File: src/rtl/oam_scan_sequencer_if.sv
// ----------------------------------------------------------------------------
// oam_scan_sequencer_if
// Groups the two buses of the OAM scan sequencer:
//   - OAM read port  : OAM_mem_addr (byte address, from sequencer),
//                      OAM_mem_data (read data, one cycle after the address)
//   - object stream  : obj_valid / obj_ready handshake carrying
//                      obj_attr0/1/2 and obj_index of each visible object
// Modports:
//   master - the sequencer side (drives address and descriptor stream)
//   slave  - the OAM memory plus downstream object pipeline side
// ----------------------------------------------------------------------------
interface oam_scan_sequencer_if;
    logic [31:0] OAM_mem_addr;
    logic [31:0] OAM_mem_data;
    logic        obj_valid;
    logic        obj_ready;
    logic [15:0] obj_attr0;
    logic [15:0] obj_attr1;
    logic [15:0] obj_attr2;
    logic [6:0]  obj_index;

    modport master (
        output OAM_mem_addr,
        input  OAM_mem_data,
        output obj_valid,
        input  obj_ready,
        output obj_attr0,
        output obj_attr1,
        output obj_attr2,
        output obj_index
    );

    modport slave (
        input  OAM_mem_addr,
        output OAM_mem_data,
        input  obj_valid,
        output obj_ready,
        input  obj_attr0,
        input  obj_attr1,
        input  obj_attr2,
        input  obj_index
    );
endinterface

File: src/rtl/oam_scan_sequencer.sv
// ----------------------------------------------------------------------------
// oam_scan_sequencer
// Per-scanline OAM walker. On line_start it latches the next row
// (vcount+1, wrapping 227 -> 0), reads the two words of each of the 128 OAM
// entries, drops disabled / prohibited-shape / non-intersecting objects and
// streams the surviving attribute triples downstream on a valid/ready
// handshake. scan_done pulses once when the walk finishes and obj_count
// holds the number of emitted objects until the next line_start.
//
// Ports:
//   clock, reset      - clock and synchronous active-high reset
//   line_start        - one-cycle pulse, starts (or restarts) a scan
//   obj_enable        - object layer enable, sampled on line_start
//   vcount[7:0]       - current line, sampled on line_start
//   bus (master)      - OAM read port and object descriptor stream
//   scan_done         - one-cycle completion pulse (registered)
//   obj_count[7:0]    - objects emitted in the last/current scan (registered)
//
// Build option:
//   OAM_SCAN_EARLY_REJECT_EN - when defined, reject and visibility rules are
//   evaluated on word0 as it arrives, so rejected entries skip the word1
//   read (2 cycles per rejected entry instead of 3).
// ----------------------------------------------------------------------------
module oam_scan_sequencer #(
    parameter logic [31:0] OAM_BASE = 32'h0700_0000,
    parameter int unsigned MAX_OBJS = 128
) (
    input  logic                        clock,
    input  logic                        reset,
    input  logic                        line_start,
    input  logic                        obj_enable,
    input  logic [7:0]                  vcount,
    oam_scan_sequencer_if.master        bus,
    output logic                        scan_done,
    output logic [7:0]                  obj_count
);

    typedef enum logic [2:0] {
        IDLE  = 3'd0,
        READ0 = 3'd1,
        READ1 = 3'd2,
        CHECK = 3'd3,
        EMIT  = 3'd4,
        DONE  = 3'd5
    } state_e;

    localparam logic [7:0] MAX_OBJS_C = 8'(MAX_OBJS);

    // Object height in lines from shape/size, doubled for double-size affine
    // objects. Prohibited shape returns 0 so nothing can intersect.
    function automatic logic [7:0] obj_height(input logic [15:0] a0,
                                              input logic [15:0] a1);
        logic [7:0] h;
        case ({a0[15:14], a1[15:14]})
            4'b00_00: h = 8'd8;
            4'b00_01: h = 8'd16;
            4'b00_10: h = 8'd32;
            4'b00_11: h = 8'd64;
            4'b01_00: h = 8'd8;
            4'b01_01: h = 8'd8;
            4'b01_10: h = 8'd16;
            4'b01_11: h = 8'd32;
            4'b10_00: h = 8'd16;
            4'b10_01: h = 8'd32;
            4'b10_10: h = 8'd32;
            4'b10_11: h = 8'd64;
            default:  h = 8'd0;
        endcase
        if (a0[8] && a0[9]) begin
            h = {h[6:0], 1'b0};
        end else begin
            h = h;
        end
        return h;
    endfunction

    // True when the entry is enabled, has a legal shape and covers the row.
    // The 8-bit subtraction wraps so objects with y near 255 reach row 0+.
    function automatic logic obj_accept(input logic [15:0] a0,
                                        input logic [15:0] a1,
                                        input logic [7:0]  row);
        logic       disabled;
        logic       prohibited;
        logic [7:0] dy;
        disabled   = (a0[8] == 1'b0) && (a0[9] == 1'b1);
        prohibited = (a0[15:14] == 2'b11);
        dy         = row - a0[7:0];
        return !disabled && !prohibited && (dy < obj_height(a0, a1));
    endfunction

    state_e      state_q, state_d;
    logic [7:0]  row_q, row_d;
    logic [31:0] addr_q, addr_d;
    logic [15:0] attr0_q, attr0_d;
    logic [15:0] attr1_q, attr1_d;
    logic [15:0] attr2_q, attr2_d;
    logic [6:0]  index_q, index_d;
    logic        valid_q, valid_d;
    logic        done_q, done_d;
    logic [7:0]  count_q, count_d;
    logic        advance_s;

    // Next-state, datapath and registered-output computation.
    always_comb begin
        state_d   = state_q;
        row_d     = row_q;
        addr_d    = addr_q;
        attr0_d   = attr0_q;
        attr1_d   = attr1_q;
        attr2_d   = attr2_q;
        index_d   = index_q;
        valid_d   = valid_q;
        count_d   = count_q;
        done_d    = 1'b0;
        advance_s = 1'b0;

        // The address register is loaded on entry to each read state so the
        // address is on the bus during that state and its data arrives in
        // the following one.
        case (state_q)
            IDLE: begin
                state_d = IDLE;
            end
            READ0: begin
                addr_d  = addr_q + 32'd4;
                state_d = READ1;
            end
            READ1: begin
                attr0_d = bus.OAM_mem_data[15:0];
                attr1_d = bus.OAM_mem_data[31:16];
`ifdef OAM_SCAN_EARLY_REJECT_EN
                if (obj_accept(bus.OAM_mem_data[15:0], bus.OAM_mem_data[31:16], row_q)) begin
                    state_d = CHECK;
                end else begin
                    advance_s = 1'b1;
                end
`else
                state_d = CHECK;
`endif
            end
            CHECK: begin
                attr2_d = bus.OAM_mem_data[15:0];
`ifdef OAM_SCAN_EARLY_REJECT_EN
                state_d = EMIT;
                valid_d = 1'b1;
`else
                if (obj_accept(attr0_q, attr1_q, row_q)) begin
                    state_d = EMIT;
                    valid_d = 1'b1;
                end else begin
                    advance_s = 1'b1;
                end
`endif
            end
            EMIT: begin
                if (bus.obj_ready) begin
                    valid_d   = 1'b0;
                    count_d   = count_q + 8'd1;
                    advance_s = 1'b1;
                end else begin
                    valid_d = 1'b1;
                end
            end
            DONE: begin
                state_d = IDLE;
            end
            default: begin
                state_d = IDLE;
            end
        endcase

        // Step to the next entry, or finish on the last entry / object cap.
        // count_d already includes a handshake taken this cycle.
        if (advance_s) begin
            if ((index_q == 7'd127) || (count_d == MAX_OBJS_C)) begin
                state_d = DONE;
            end else begin
                index_d = index_q + 7'd1;
                addr_d  = OAM_BASE + {22'd0, index_d, 3'b000};
                state_d = READ0;
            end
        end else begin
            index_d = index_d;
        end

        // line_start wins in every state: a scan in flight is abandoned
        // without a done pulse and a fresh one starts at entry 0.
        if (line_start) begin
            row_d   = (vcount == 8'd227) ? 8'd0 : vcount + 8'd1;
            index_d = 7'd0;
            count_d = 8'd0;
            valid_d = 1'b0;
            addr_d  = OAM_BASE;
            if (obj_enable) begin
                state_d = READ0;
            end else begin
                state_d = DONE;
            end
        end else begin
            row_d = row_d;
        end

        done_d = (state_d == DONE);
    end

    // State and datapath registers with synchronous reset.
    always_ff @(posedge clock) begin
        if (reset) begin
            state_q <= IDLE;
            row_q   <= 8'd0;
            addr_q  <= OAM_BASE;
            attr0_q <= 16'd0;
            attr1_q <= 16'd0;
            attr2_q <= 16'd0;
            index_q <= 7'd0;
            valid_q <= 1'b0;
            done_q  <= 1'b0;
            count_q <= 8'd0;
        end else begin
            state_q <= state_d;
            row_q   <= row_d;
            addr_q  <= addr_d;
            attr0_q <= attr0_d;
            attr1_q <= attr1_d;
            attr2_q <= attr2_d;
            index_q <= index_d;
            valid_q <= valid_d;
            done_q  <= done_d;
            count_q <= count_d;
        end
    end

    assign bus.OAM_mem_addr = addr_q;
    assign bus.obj_valid    = valid_q;
    assign bus.obj_attr0    = attr0_q;
    assign bus.obj_attr1    = attr1_q;
    assign bus.obj_attr2    = attr2_q;
    assign bus.obj_index    = index_q;
    assign scan_done        = done_q;
    assign obj_count        = count_q;

endmodule
File: src/flat_wrapper.sv
// flat-port wrapper written by rule: the top's interface ports become plain ports
module oam_scan_sequencer_flat 
#(
    parameter logic [31:0] OAM_BASE = 32'h0700_0000,
    parameter int unsigned MAX_OBJS = 128
)
  (clock, reset, line_start, obj_enable, vcount, scan_done, obj_count, bus_OAM_mem_addr, bus_OAM_mem_data, bus_obj_valid, bus_obj_ready, bus_obj_attr0, bus_obj_attr1, bus_obj_attr2, bus_obj_index);
  oam_scan_sequencer_if bus_i ();
  input  logic clock;
  input  logic reset;
  input  logic line_start;
  input  logic obj_enable;
  input  logic [7:0] vcount;
  output logic scan_done;
  output logic [7:0] obj_count;
  output wire logic [$bits(bus_i.OAM_mem_addr)-1:0] bus_OAM_mem_addr;
  input wire logic [$bits(bus_i.OAM_mem_data)-1:0] bus_OAM_mem_data;
  output wire logic [$bits(bus_i.obj_valid)-1:0] bus_obj_valid;
  input wire logic [$bits(bus_i.obj_ready)-1:0] bus_obj_ready;
  output wire logic [$bits(bus_i.obj_attr0)-1:0] bus_obj_attr0;
  output wire logic [$bits(bus_i.obj_attr1)-1:0] bus_obj_attr1;
  output wire logic [$bits(bus_i.obj_attr2)-1:0] bus_obj_attr2;
  output wire logic [$bits(bus_i.obj_index)-1:0] bus_obj_index;
  assign bus_OAM_mem_addr = bus_i.OAM_mem_addr;
  assign bus_i.OAM_mem_data = bus_OAM_mem_data;
  assign bus_obj_valid = bus_i.obj_valid;
  assign bus_i.obj_ready = bus_obj_ready;
  assign bus_obj_attr0 = bus_i.obj_attr0;
  assign bus_obj_attr1 = bus_i.obj_attr1;
  assign bus_obj_attr2 = bus_i.obj_attr2;
  assign bus_obj_index = bus_i.obj_index;
  oam_scan_sequencer #(.OAM_BASE(OAM_BASE), .MAX_OBJS(MAX_OBJS)) u_core (.clock(clock), .reset(reset), .line_start(line_start), .obj_enable(obj_enable), .vcount(vcount), .bus(bus_i), .scan_done(scan_done), .obj_count(obj_count));
endmodule
File: config.mk
export PLATFORM = sky130hd
export DESIGN_NAME = oam_scan_sequencer_flat
export DESIGN_NICKNAME = d
export VERILOG_FILES = /design/src/rtl/oam_scan_sequencer_if.sv /design/src/rtl/oam_scan_sequencer.sv /design/src/flat_wrapper.sv
export SDC_FILE = /design/constraint.sdc
export NUM_CORES = 1
export LEC_CHECK = 0
export BUFFER_PORTS_ARGS = -buffer_cell sky130_fd_sc_hd__buf_4
export CORE_MARGIN = 8
export CORE_UTILIZATION = 48
export DETAILED_ROUTE_END_ITERATION = 8
export GPL_ROUTABILITY_DRIVEN = 0
export PLACE_DENSITY = 0.84
export SLEW_MARGIN = 0
export SYNTH_ARGS = -nofsm -noshare
export SYNTH_HDL_FRONTEND = slang
export SYNTH_SLANG_ARGS = --single-unit
File: constraint.sdc
create_clock -name clock -period 4.6 [get_ports clock]
set_input_delay 0.23 -clock clock [delete_from_list [all_inputs] [get_ports clock]]
set_output_delay 0.23 -clock clock [all_outputs]
set_load 0.01 [all_outputs]
# After elaboration in Yosys (flattened, before gate mapping)
# Memory sizes are Yosys's and may differ from the RTL's. A register that Yosys moved wholly into a read port is not among the register bits.
# Cells that the tools add are included.
word_totals:
  regBits: 108
  mem_bits_ro: 64
  output_inout_bits: 97
  elab_cells: 63
  memories: 1
memory_table:
  columns: ["name", "words", "word_bits", "read_ports", "rd_clocked_by_memory_dff", "wr", "line_no", "text"]
  rows:
  - ["(no name shown)", 16, 4, 1, 1, 0, "oam_scan_sequencer.sv:54", "case ({a0[15:14], a1[15:14]})"]
op_classes:
  add_sub_neg: 6
  magnitude_cmp: 1
  eq_ne: 10
  n_mux: 22
  n_bitwise: 2
  n_reduce_logical: 11
ops:
  columns: ["operator", "n"]
  rows:
  - ["$mux 32", 3]
  - ["$mux 8", 5]
  - ["$add 32x3->32 const B", 1]
  - ["$add 27x10->28 const A", 1]
  - ["$add 8x1->8 const B", 2]
  - ["$eq 8x8->1 const B", 2]
  - ["$mux 3", 5]
  - ["$pmux 3 s4", 1]
  - ["$lt 8x8->1", 1]
  - ["$mux 4", 2]
  - ["$sub 8x8->8", 1]
  - ["$add 7x1->7 const B", 1]
  - ["$eq 7x7->1 const B", 1]
  - ["$eq 3x2->1 const B", 2]
  - ["$eq 3x3->1 const B", 2]
  - ["$logic_and 1x1->1", 4]
  - ["$mux 1", 4]
  - ["$pmux 1 s2", 2]
  - ["$reduce_and 2->1", 2]
  - ["$eq 3x1->1 const B", 1]
  - ["$eq 2x2->1 const B", 1]
  - ["$logic_not 1->1", 2]
  - ["$ne 2x1->1 const B", 1]
  - ["$not 1->1", 2]
  - ["3 further kinds", 3]

# Longest topological paths before layout
# Gate-level depths: netlist of run 1.
logic_depth:
  word_depth: 10
  mapped_depth: 17
  ltp_nobuf: 16

# Worst setup path before layout of run 1
# No wires, ideal clock.
synth_path:
  kind: "reg-to-reg"
  start: "register u_core.attr0_q[2] (netlist: u_core.bus.obj_attr0[2])"
  end: "register u_core.addr_q[25] (netlist: u_core.bus.OAM_mem_addr[25])"
  setup_time_ns: 0.127
  arrival_ns: 3.086
  slack_ns: 1.387
  path_stages_with_launch: 16
  period_less_slack_ns: 3.213
  cell_sequence: "dfxtp_1 > inv_1 > ha_1 > a21oi_1 > o21ai_0 > a21oi_1 > o21bai_1 > a21oi_1 > o21bai_1 > xnor2_1 > ha_1 > and4_1 > a21oi_1 > o21a_1 > o21ai_2 > or3b_1"
synth_via:
  elab_chain_cells: 6
synth_rtl:
  columns: ["item", "line_no", "text"]
  rows:
  - ["start: declaration", "oam_scan_sequencer.sv:94", "logic [15:0] attr0_q, attr0_d;"]
  - ["start signal: assignment", "oam_scan_sequencer.sv:223", "attr0_q <= attr0_d;"]
  - ["$sub 8x8->8", "oam_scan_sequencer.sv:87", "dy = row - a0[7:0];"]
  - ["$lt 8x8->1", "oam_scan_sequencer.sv:88", "return !disabled && !prohibited && (dy < obj_height(a0, a1));"]
  - ["$logic_and 1x1->1", "oam_scan_sequencer.sv:88", null]
  - ["$mux 1", "oam_scan_sequencer.sv:147", "if (obj_accept(attr0_q, attr1_q, row_q)) begin"]
  - ["$pmux 1 s2", "oam_scan_sequencer.sv:120", "case (state_q)"]
  - ["$mux 32", "oam_scan_sequencer.sv:174", "if (advance_s) begin"]
  - ["end signal: assignment", "oam_scan_sequencer.sv:222", "addr_q <= addr_d;"]
  - ["end: declaration", "oam_scan_sequencer.sv:93", "logic [31:0] addr_q, addr_d;"]
# Every way passes these cells.
# A chain may end at the register's enable or synchronous reset.

# Worst setup path after layout of run 1
# Same ends and word-level chain as after synthesis.

==> summary.txt, run 1 <==
Global routing
  – Grt met1 use: around 21%
  – Overflow after GRT: 0
  – Largest net degree at the start of global routing: 57
  – Initial antenna violation count: 0
  – Layer with the highest usage: met2
  – First-pass GRT wire length: 22900 um
  – Global routing usage on met3: 7.43%
  – Gr usage total: between 10% and 20%
  – Vias in the first global route: 4749
  – Met2 usage: 32.5%

Synthesis
  – Sequential share of the synthesized area: a little over two fifths
  – Synth cell types: 53
  – Warnings, synthesis: 0
  – Mapped Area: 0.00501 mm2
  – Post-Synth XOR/XNOR Area: 8.57%
  – Commonest cells in the netlist: nand2_1 (134), dfxtp_1 (110), a21oi_1 (65), nor2_1 (52), xnor2_1 (27)
  – Multiplexer share of the synthesized area: ~1.6%
  – Main combinational cell family by area after synthesis: simple AND/OR/NAND/NOR gates
  – Synth area leader: dfxtp_1
  – Synth Register Bits: 110
  – Area fraction in compound gates after synthesis: approximately an eighth
  – Cells after Synth: between 600 and 700
  – Post-Synth Simple-Gate Area: 24.0%
  – Count leader, synth: nand2_1
  – Synth top area cells: dfxtp_1 (44%), nand2_1 (10%), a21oi_1 (6.5%), xnor2_1 (4.7%), ha_1 (4.5%)
  – Adder-cell share of the synthesized area: 4.50%
  – Ys async rst share: 0%
  – Syn avg cell area: just over 8 um2
  – Top-area cell type share of the netlist area: roughly 44%
  – Number of synthesized flops with an enable pin: 0
  – Main synth FF type: dfxtp_1

STA
  – Fin Clk Skew: 0.0181 ns
  – Period utilisation layout: a little over four fifths
  – # setup viols final: 0
  – Slew Viols, Final: 0
  – Slew headroom: 41.5%
  – Crit path time final: slightly below 4 ns
  – Endpoints failing hold: 0
  – Max Freq: 0.256 GHz
  – Worst-Margin Slew: between 0.8 and 0.9 ns
  – Setup TNS: 0 ns
  – Unrepaired setup endpoints after global routing: no

Setup path
  – Setup CP Type: flip-flop to flip-flop
  – Worst path slowest cell: or3b_1
  – WP buf/inv: 1
  – Top cell by count, worst path: a21oi_1
  – Crit path DAT: 4.16 ns
  – Largest stage delay on the critical path: about 0.44 ns
  – CP delay by family, top: compound AO/OA/AOI/OAI gates
  – WP data required: 4.85 ns
  – Worst Path Max Fanout: 23
  – Worst-path cell chain: inv_1, ha_1, a21oi_1, o21ai_0, a21oi_1, o21bai_1, a21oi_1, o21bai_1, xnor2_1, ha_1, a221oi_1, o21ai_0, a21oi_1, o21a_1, o21ai_2, or3b_1
  – Critical Path Sink Type: flip-flop
  – Worst setup SP type: flip-flop

Clock tree
  – H-tree depth: 3
  – CTS buffer count: 9
  – CTS Root Cell: clkbuf_8
  – Clock-pin slew on the worst setup and hold paths: 0.11 ns
  – Maximum root-to-sink buffer count: 2
  – Sink Count: 110
  – Total setup buffers inserted after CTS: 0
  – Resize count post-CTS: 0
  – TritonCTS clock tree: yes
  – Cts hold-fix bufs: 0
  – Worst-Skew Late Latency: 0.37 ns

Floorplanning
  – Die Span X: 118 um
  – Die Height: between 100 and 150 um
  – # rows: 37
  – Initial core utilization: between 40 and 50%
  – Top Ports: 142
  – Std-Cell Core Area: 0.0102 mm2
  – Die area: 0.0140 mm2

Worst hold path
  – Worst min-delay path class: input port to flip-flop

Layout
  – Layout cell share with drive strength beyond 1: 23.6%
  – Nets@finish: 790
  – Layout area overhead: 25.3%
  – ANT cells: 0
  – Utilization after layout: 61.3%

Outcome
  – Status: completed

Power
  – P_leak: ~2.5 nW
  – PD cells: 276 mW/mm2
  – VDD IR-drop max: 0.000153 V

Routing
  – Post-DR wirelength/cell: 15.7 um
  – DRC errors left: 0
  – Routed via count: 4685
  – Antenna Nets Post-Route: 0
  – DR pass1 iterations: 6
  – Routed WL: 13600 um
  – Vias per cell: 5.40
  – Iter 0 DRT Violations: 298

Run
  – Max_cap viols: 0

Place
  – Count of input and output buffers: 139
  – DP HPWL: 10100 um
[through the flow]
step                setup WS (ns)  cell area [um2]  total power [W]  instances  hold slack [ns]
CTS                         0.742             6270          0.00174        868           0.0614
global route                0.381             6270          0.00180        868           0.0677
detailed placement          0.828             6100          0.00120        852            0.447
finish                      0.696             6270          0.00173        868           0.0709
floorplan                    1.39             5010          0.00112        607            0.345
global placement            0.971             6100          0.00118        852            0.444
[cells in the final DEF (no fill, tap or decap), drive strengths merged, types with 6 or more instances in the layout]
cell type and instances:
a211oi 7, a21oi 65, a31oi 6, and3 13
buf 141, clkbuf 9, dfxtp 110, ha 18
inv 16, mux2i 7, nand2 134, nand3 12
nand4 12, nor2 52, nor3 7, o21ai 24
xnor2 27, xor2 22
[area by class of cell]
type | instances | area [um2]
Clock inverter | 7 | 55.1
Timing Repair Buffer | 141 | 1060
Fill cell | 881 | 3960
Clock buffer | 9 | 124
Tap cell | 136 | 170
Sequential cell | 110 | 2200
Inverter | 12 | 45.0
Multi-Input combinational cell | 453 | 2620
[worst reg2reg max path, delay by kind of cell (launching register included)]
family,cells,cell delay [ns]
buffers and inverters,1,0.06
and+or+nand+nor,1,0.45
AOI/OAI and AO/OA,11,2.28
adders and majority gates,2,0.51
DFF,1,0.37
xor gates and xnor gates,1,0.14
[registers in the layout (all words and copies together), names as in the netlist, named ones only]
signal / flops
u_core.row_q: 8
u_core.bus.obj_attr0: 16
u_core.state_q: 3
u_core.obj_count: 8
u_core.bus.obj_attr1: 16
u_core.scan_done: 1
u_core.bus.obj_valid: 1
u_core.bus.obj_index: 7
u_core.bus.obj_attr2: 16
u_core.bus.OAM_mem_addr: 30
[power breakdown]
group	switching [W]	leakage [nW]	internal (W)
clock	0.000352	0.0870	0.000205
sequential	0.0000153	0.890	0.000969
combinational	0.000105	1.53	0.0000890
total	0.000472	2.51	0.00126
[logic make-up (layout without fill, tap and decap cells)]
group	after synthesis	after routing
compound gates	117	117
xor+xnor	49	49
fa+ha+maj	18	18
buf+inv	44	169
flops	110	110
mux	8	8
other cells	1	2
simple gates	259	259
[metal layers]
metal,up-vias,wire (um)
li1,2287,-
met1,2199,5520
met2,173,6440
met3,26,1350
met4,0,316
met5,-,0
[path summary, 6_finish.rpt]
check | end | cells after the start | from | slack [ns]
worst max-delay path | u_core.bus.OAM_mem_addr[25] | 16 | u_core.bus.obj_attr0[2] | 0.70
worst min-delay path | u_core.row_q[0] | 2 | vcount[0] | 0.07
worst max register to register | u_core.bus.OAM_mem_addr[25] | 16 | u_core.bus.obj_attr0[2] | 0.70
worst min register to register | u_core.bus.obj_attr2[0] | 2 | u_core.bus.obj_attr2[0] | 0.46
No activity file was read; power rests on OpenSTA's default activity.
==> run 2, diff against run 1 <==
ABC_AREA = 1   (was unset)
CORE_UTILIZATION = 47   (was 48)
PLACE_DENSITY = 0.85   (was 0.84)
clock period = 3.2 ns   (was 4.6 ns; I/O delays follow)
==> run 2 against run 1 <==
Against the previous run: worst hold slack got worse by 0.064 ns; sequential power increased by 45%; global-route usage decreased by 0.22 points; utilization increased by 3.3 points; setup slack got worse by 0.61 ns; clock-buffer cell count increased by 1; total power increased by 51%; combinational power increased by 110%; register-to-register slack got worse by 0.61 ns; critical path type unchanged.
==> summary.txt, run 2 <==
Outcome
  – Status: completed (unchanged)

Synthesis
  – Sequential share of the synthesized area: 43.8% (was 44.0%)
  – Area fraction in compound gates after synthesis: 9.42% (was 13.4%)
  – Number of synthesized flops with an enable pin: 0 (unchanged)
  – Synth area leader: dfxtp_1 (unchanged)
  – Main combinational cell family by area after synthesis: simple AND/OR/NAND/NOR gates (unchanged)
  – Synth top area cells: dfxtp_1 (44%), nor2_1 (11%), nand2_1 (8.4%), o21ai_0 (5.8%), xor2_1 (4.9%) (was dfxtp_1 (44%), nand2_1 (10%), a21oi_1 (6.5%), xnor2_1 (4.7%), ha_1 (4.5%))
  – Ys async rst share: 0% (unchanged)
  – Warnings, synthesis: 0 (unchanged)
  – Commonest cells in the netlist: nor2_1 (150), nand2_1 (112), dfxtp_1 (110), o21ai_0 (58), inv_1 (54) (was nand2_1 (134), dfxtp_1 (110), a21oi_1 (65), nor2_1 (52), xnor2_1 (27))
  – Synth cell types: 43 (was 53)
  – Multiplexer share of the synthesized area: 0.199% (was 1.62%)
  – Post-Synth XOR/XNOR Area: 6.96% (was 8.57%)
  – Top-area cell type share of the netlist area: 43.8% (was 44.0%)
  – Cells after Synth: 674 (was 606)
  – Mapped Area: 0.00503 mm2 (was 0.00501 mm2)
  – Synth Register Bits: 110 (unchanged)
  – Syn avg cell area: 7.47 um2 (was 8.26 um2)
  – Adder-cell share of the synthesized area: 4.48% (was 4.50%)
  – Post-Synth Simple-Gate Area: 28.9% (was 24.0%)
  – Count leader, synth: nor2_1 (was nand2_1)
  – Main synth FF type: dfxtp_1 (unchanged)

Place
  – DP HPWL: 10500 um (was 10100 um)
  – Count of input and output buffers: 139 (unchanged)
  – DP Worst Slack: -0.0699 ns (was 0.828 ns)
  – Post-DP Area: 0.00624 mm2 (was 0.00610 mm2)
  – Placed Cells: 939 (was 852)

STA
  – Slew Viols, Final: 0 (unchanged)
  – Worst-Margin Slew: 0.502 ns (was 0.875 ns)
  – # setup viols final: 0 (unchanged)
  – Worst hold margin: 0.00734 ns (was 0.0709 ns)
  – Slew headroom: 66.3% (was 41.5%)
  – Unrepaired setup endpoints after global routing: yes (was no)
  – Fin Clk Skew: 0.0174 ns (was 0.0181 ns)
  – Crit path time final: 3.12 ns (was 3.90 ns)
  – Endpoints failing hold: 0 (unchanged)
  – PnR worst setup slack: 0.0829 ns (was 0.696 ns)
  – Max Freq: 0.321 GHz (was 0.256 GHz)
  – Period utilisation layout: 97.4% (was 84.9%)

Global routing
  – Gr usage total: 19.0% (was 19.2%)
  – Overflow after GRT: 0 (unchanged)
  – Vias in the first global route: 4614 (was 4749)
  – Largest net degree at the start of global routing: 50 (was 57)
  – First-pass GRT wire length: 22600 um (was 22900 um)
  – Initial antenna violation count: 0 (unchanged)

Layout
  – Max FFs per register: 30 (unchanged)
  – Most common cell after layout, fill and taps aside: buf_4 (unchanged)
  – Post-route insts no fill: 964 (was 868)
  – Layout area overhead: 33.2% (was 25.3%)
  – Most frequent cells in the layout: buf_4 (153), nor2_1 (140), dfxtp_1 (106) (was buf_4 (141), nand2_1 (134), dfxtp_1 (110))
  – Layout cell share with drive strength beyond 1: 26.9% (was 23.6%)
  – Nets@finish: 886 (was 790)
  – ANT cells: 0 (unchanged)
  – Final Cell Area: 0.00670 mm2 (was 0.00627 mm2)

Floorplanning
  – Die Span X: 119 um (was 118 um)
  – Die Height: 119 um (was 118 um)
  – Std-Cell Core Area: 0.0104 mm2 (was 0.0102 mm2)
  – Top Ports: 142 (unchanged)
  – # rows: 37 (unchanged)
  – Die area: 0.0143 mm2 (was 0.0140 mm2)
  – Initial core utilization: 48.5% (was 48.9%)

Power
  – Psw: 0.000737 W (was 0.000472 W)
  – Sw frac: 28.1% (was 27.2%)
  – Internal power: 0.00188 W (was 0.00126 W)
  – P_leak: 3.08 nW (was 2.51 nW)
  – Clock power frac: 29.7% (was 32.1%)
  – PD cells: 391 mW/mm2 (was 276 mW/mm2)
  – Sequential power share: 54.5% (was 56.8%)
  – VDD IR-drop max: 0.000239 V (was 0.000153 V)
  – Comb power frac: 15.8% (was 11.2%)
  – Total power: 0.00262 W (was 0.00173 W)

Setup path
  – Crit path DAT: 3.43 ns (was 4.16 ns)
  – WP buf/inv: 3 (was 1)
  – Worst-path cell chain: inv_2, ha_4, nand2_2, inv_1, nand2_1, nand2_1, nand2_2, nand2_2, a21o_1, nand2_2, nand2_2, a21oi_2, xor2_1, ha_1, a21oi_2, nand2_1, nor3_2, nand2_1, nand2_2, nand2_2, nand3_4, nand2_8, buf_12, nor3b_2 (was inv_1, ha_1, a21oi_1, o21ai_0, a21oi_1, o21bai_1, a21oi_1, o21bai_1, xnor2_1, ha_1, a221oi_1, o21ai_0, a21oi_1, o21a_1, o21ai_2, or3b_1)
  – Worst reg2reg path depth: 24 (was 16)
  – RR Startpoint: u_core.bus.obj_attr0[2] (unchanged)
  – Worst path slowest cell: dfxtp_2 (was or3b_1)
  – CP delay by family, top: simple AND/OR/NAND/NOR gates (was compound AO/OA/AOI/OAI gates)
  – Worst Path Max Fanout: 5 (was 23)
  – Worst setup SP type: flip-flop (unchanged)
  – Largest stage delay on the critical path: 0.35 ns (was 0.44 ns)
  – Setup CP Type: flip-flop to flip-flop (unchanged)
  – Critical Path Sink Type: flip-flop (unchanged)
  – FF-to-FF End: u_core.bus.OAM_mem_addr[16] (was u_core.bus.OAM_mem_addr[25])
  – Worst R2R Setup Slack: 0.08 ns (was 0.70 ns)
  – Top cell by count, worst path: nand2_2 (was a21oi_1)
  – WP data required: 3.51 ns (was 4.85 ns)

Worst hold path
  – Worst min-delay path class: input port to flip-flop (unchanged)
  – Worst hold path cell count: 3 (was 2)
  – WHS Endpoint: u_core.bus.obj_attr1[6] (was u_core.row_q[0])
  – Hold Path Origin: bus_OAM_mem_data[22] (was vcount[0])

Routing
  – Routed via count: 4922 (was 4685)
  – Vias per cell: 5.11 (was 5.40)
  – DRC errors left: 0 (unchanged)
  – Iter 0 DRT Violations: 348 (was 298)
  – Routed WL: 14600 um (was 13600 um)
  – Post-DR wirelength/cell: 15.2 um (was 15.7 um)
  – Antenna Nets Post-Route: 0 (unchanged)
  – DR pass1 iterations: 5 (was 6)

Clock tree
  – Clock-pin slew on the worst setup and hold paths: 0.11 ns (about the same)
  – CTS buffer count: 9 (unchanged)
  – H-tree depth: 3 (unchanged)
  – CTS Root Cell: clkbuf_8 (unchanged)
  – TritonCTS clock tree: yes (unchanged)
  – Sink Count: 110 (unchanged)
  – Maximum root-to-sink buffer count: 2 (unchanged)
  – Worst-Skew Late Latency: 0.37 ns (about the same)

Run
  – Max_cap viols: 0 (unchanged)
## run 2: changes by cell type after synthesis, sizes merged, moves of 15 or more
cell / previous run / this run
o21ai: 24 / 60
nand3: 12 / 36
a21oi: 65 / 18
nor2: 52 / 154
xnor2: 27 / 12
nand2: 134 / 113
inv: 12 / 55
## run 2: worst max-delay path by stage
stage | startpoint | slack [ns] | to | cells after the start
2_1_floorplan | u_core.bus.obj_attr0[2] | 0.12 | u_core.bus.OAM_mem_addr[24] | 21
3_3_place_gp | u_core.bus.obj_attr0[2] | 0.1 | u_core.bus.OAM_mem_addr[16] | 22
3_5_place_dp | u_core.bus.obj_attr0[2] | -0.07 | u_core.bus.OAM_mem_addr[16] | 22
4_1_cts | u_core.bus.obj_attr0[2] | 0.005 | u_core.bus.OAM_mem_addr[18] | 22
5_1_grt | u_core.bus.obj_attr0[2] | -0.12 | u_core.bus.OAM_mem_addr[5] | 24
6_report | u_core.bus.obj_attr0[2] | 0.08 | u_core.bus.OAM_mem_addr[16] | 24
## run 2: what timing repair did
action | CTS | global route
endpoints found under the setup margin | 26 | 40
resized for setup | 9 | 44
hold buffers | 1 | 1
endpoints found under the hold margin | 1 | 1
pin swaps | 1 | 19
buffers inserted | 0 | 5
gates cloned | 0 | 2
## run 2: logic make-up (layout without fill, tap and decap cells)
logic type | Yosys count | count (layout)
AOI/OAI and AO/OA | 89 | 89
xor gates and xnor gates | 40 | 40
adders and majority gates | 18 | 18
buffers and inverters | 78 | 231
DFF | 110 | 110
muxes | 1 | 1
other | 1 | 2
and+or+nand+nor | 337 | 337
## run 2: routing by layer
layer / GRT usage, % / part of all wire, % / up-vias
met5: 0 / 0 / -
met4: 6.17 / 2.3 / 0
met3: 5.43 / 6.9 / 27
met2: 31.8 / 49 / 170
met1: 23.0 / 42 / 2264
li1: - / - / 2461
## run 2: power groups by stage
stage	logic (W)	clock network (W)	registers, W
2_1_floorplan	0.000189	0	0.00146
3_3_place_gp	0.000325	0	0.00146
3_5_place_dp	0.000332	0	0.00146
4_1_cts	0.000353	0.000784	0.00143
5_1_grt	0.000456	0.000848	0.00143
6_report	0.000413	0.000779	0.00143
## run 2: final cells by class
class | count | area (um2)
Timing Repair Buffer | 159 | 1250
Multi-Input combinational cell | 487 | 2690
Tap cell | 136 | 170
Clock inverter | 6 | 46.3
Inverter | 56 | 210
Fill cell | 877 | 3670
Clock buffer | 10 | 128
Sequential cell | 110 | 2210
## run 2: through the flow
| stage | util, % | setup TNS (ns) |
|---|---|---|
| CTS | 62.2 | 0 |
| global route | 64.6 | -1.60 |
| finish | 64.6 | 0 |
| detailed placement | 60.2 | -0.665 |
| floorplan | - | 0 |
| global placement | 60.2 | 0 |
## run 2: worst register-to-register path, stage by stage (launching register included)
cell and delay [ns]:
dfxtp_2 0.35, inv_2 0.05, ha_4 0.22, nand2_2 0.05, inv_1 0.03, nand2_1 0.07, nand2_1 0.06, nand2_2 0.07
nand2_2 0.06, a21o_1 0.20, nand2_2 0.07, nand2_2 0.07, a21oi_2 0.15, xor2_1 0.19, ha_1 0.29, a21oi_2 0.16
nand2_1 0.08, nor3_2 0.16, nand2_1 0.08, nand2_2 0.07, nand2_2 0.07, nand3_4 0.13, nand2_8 0.09, buf_12 0.15
nor3b_2 0.15
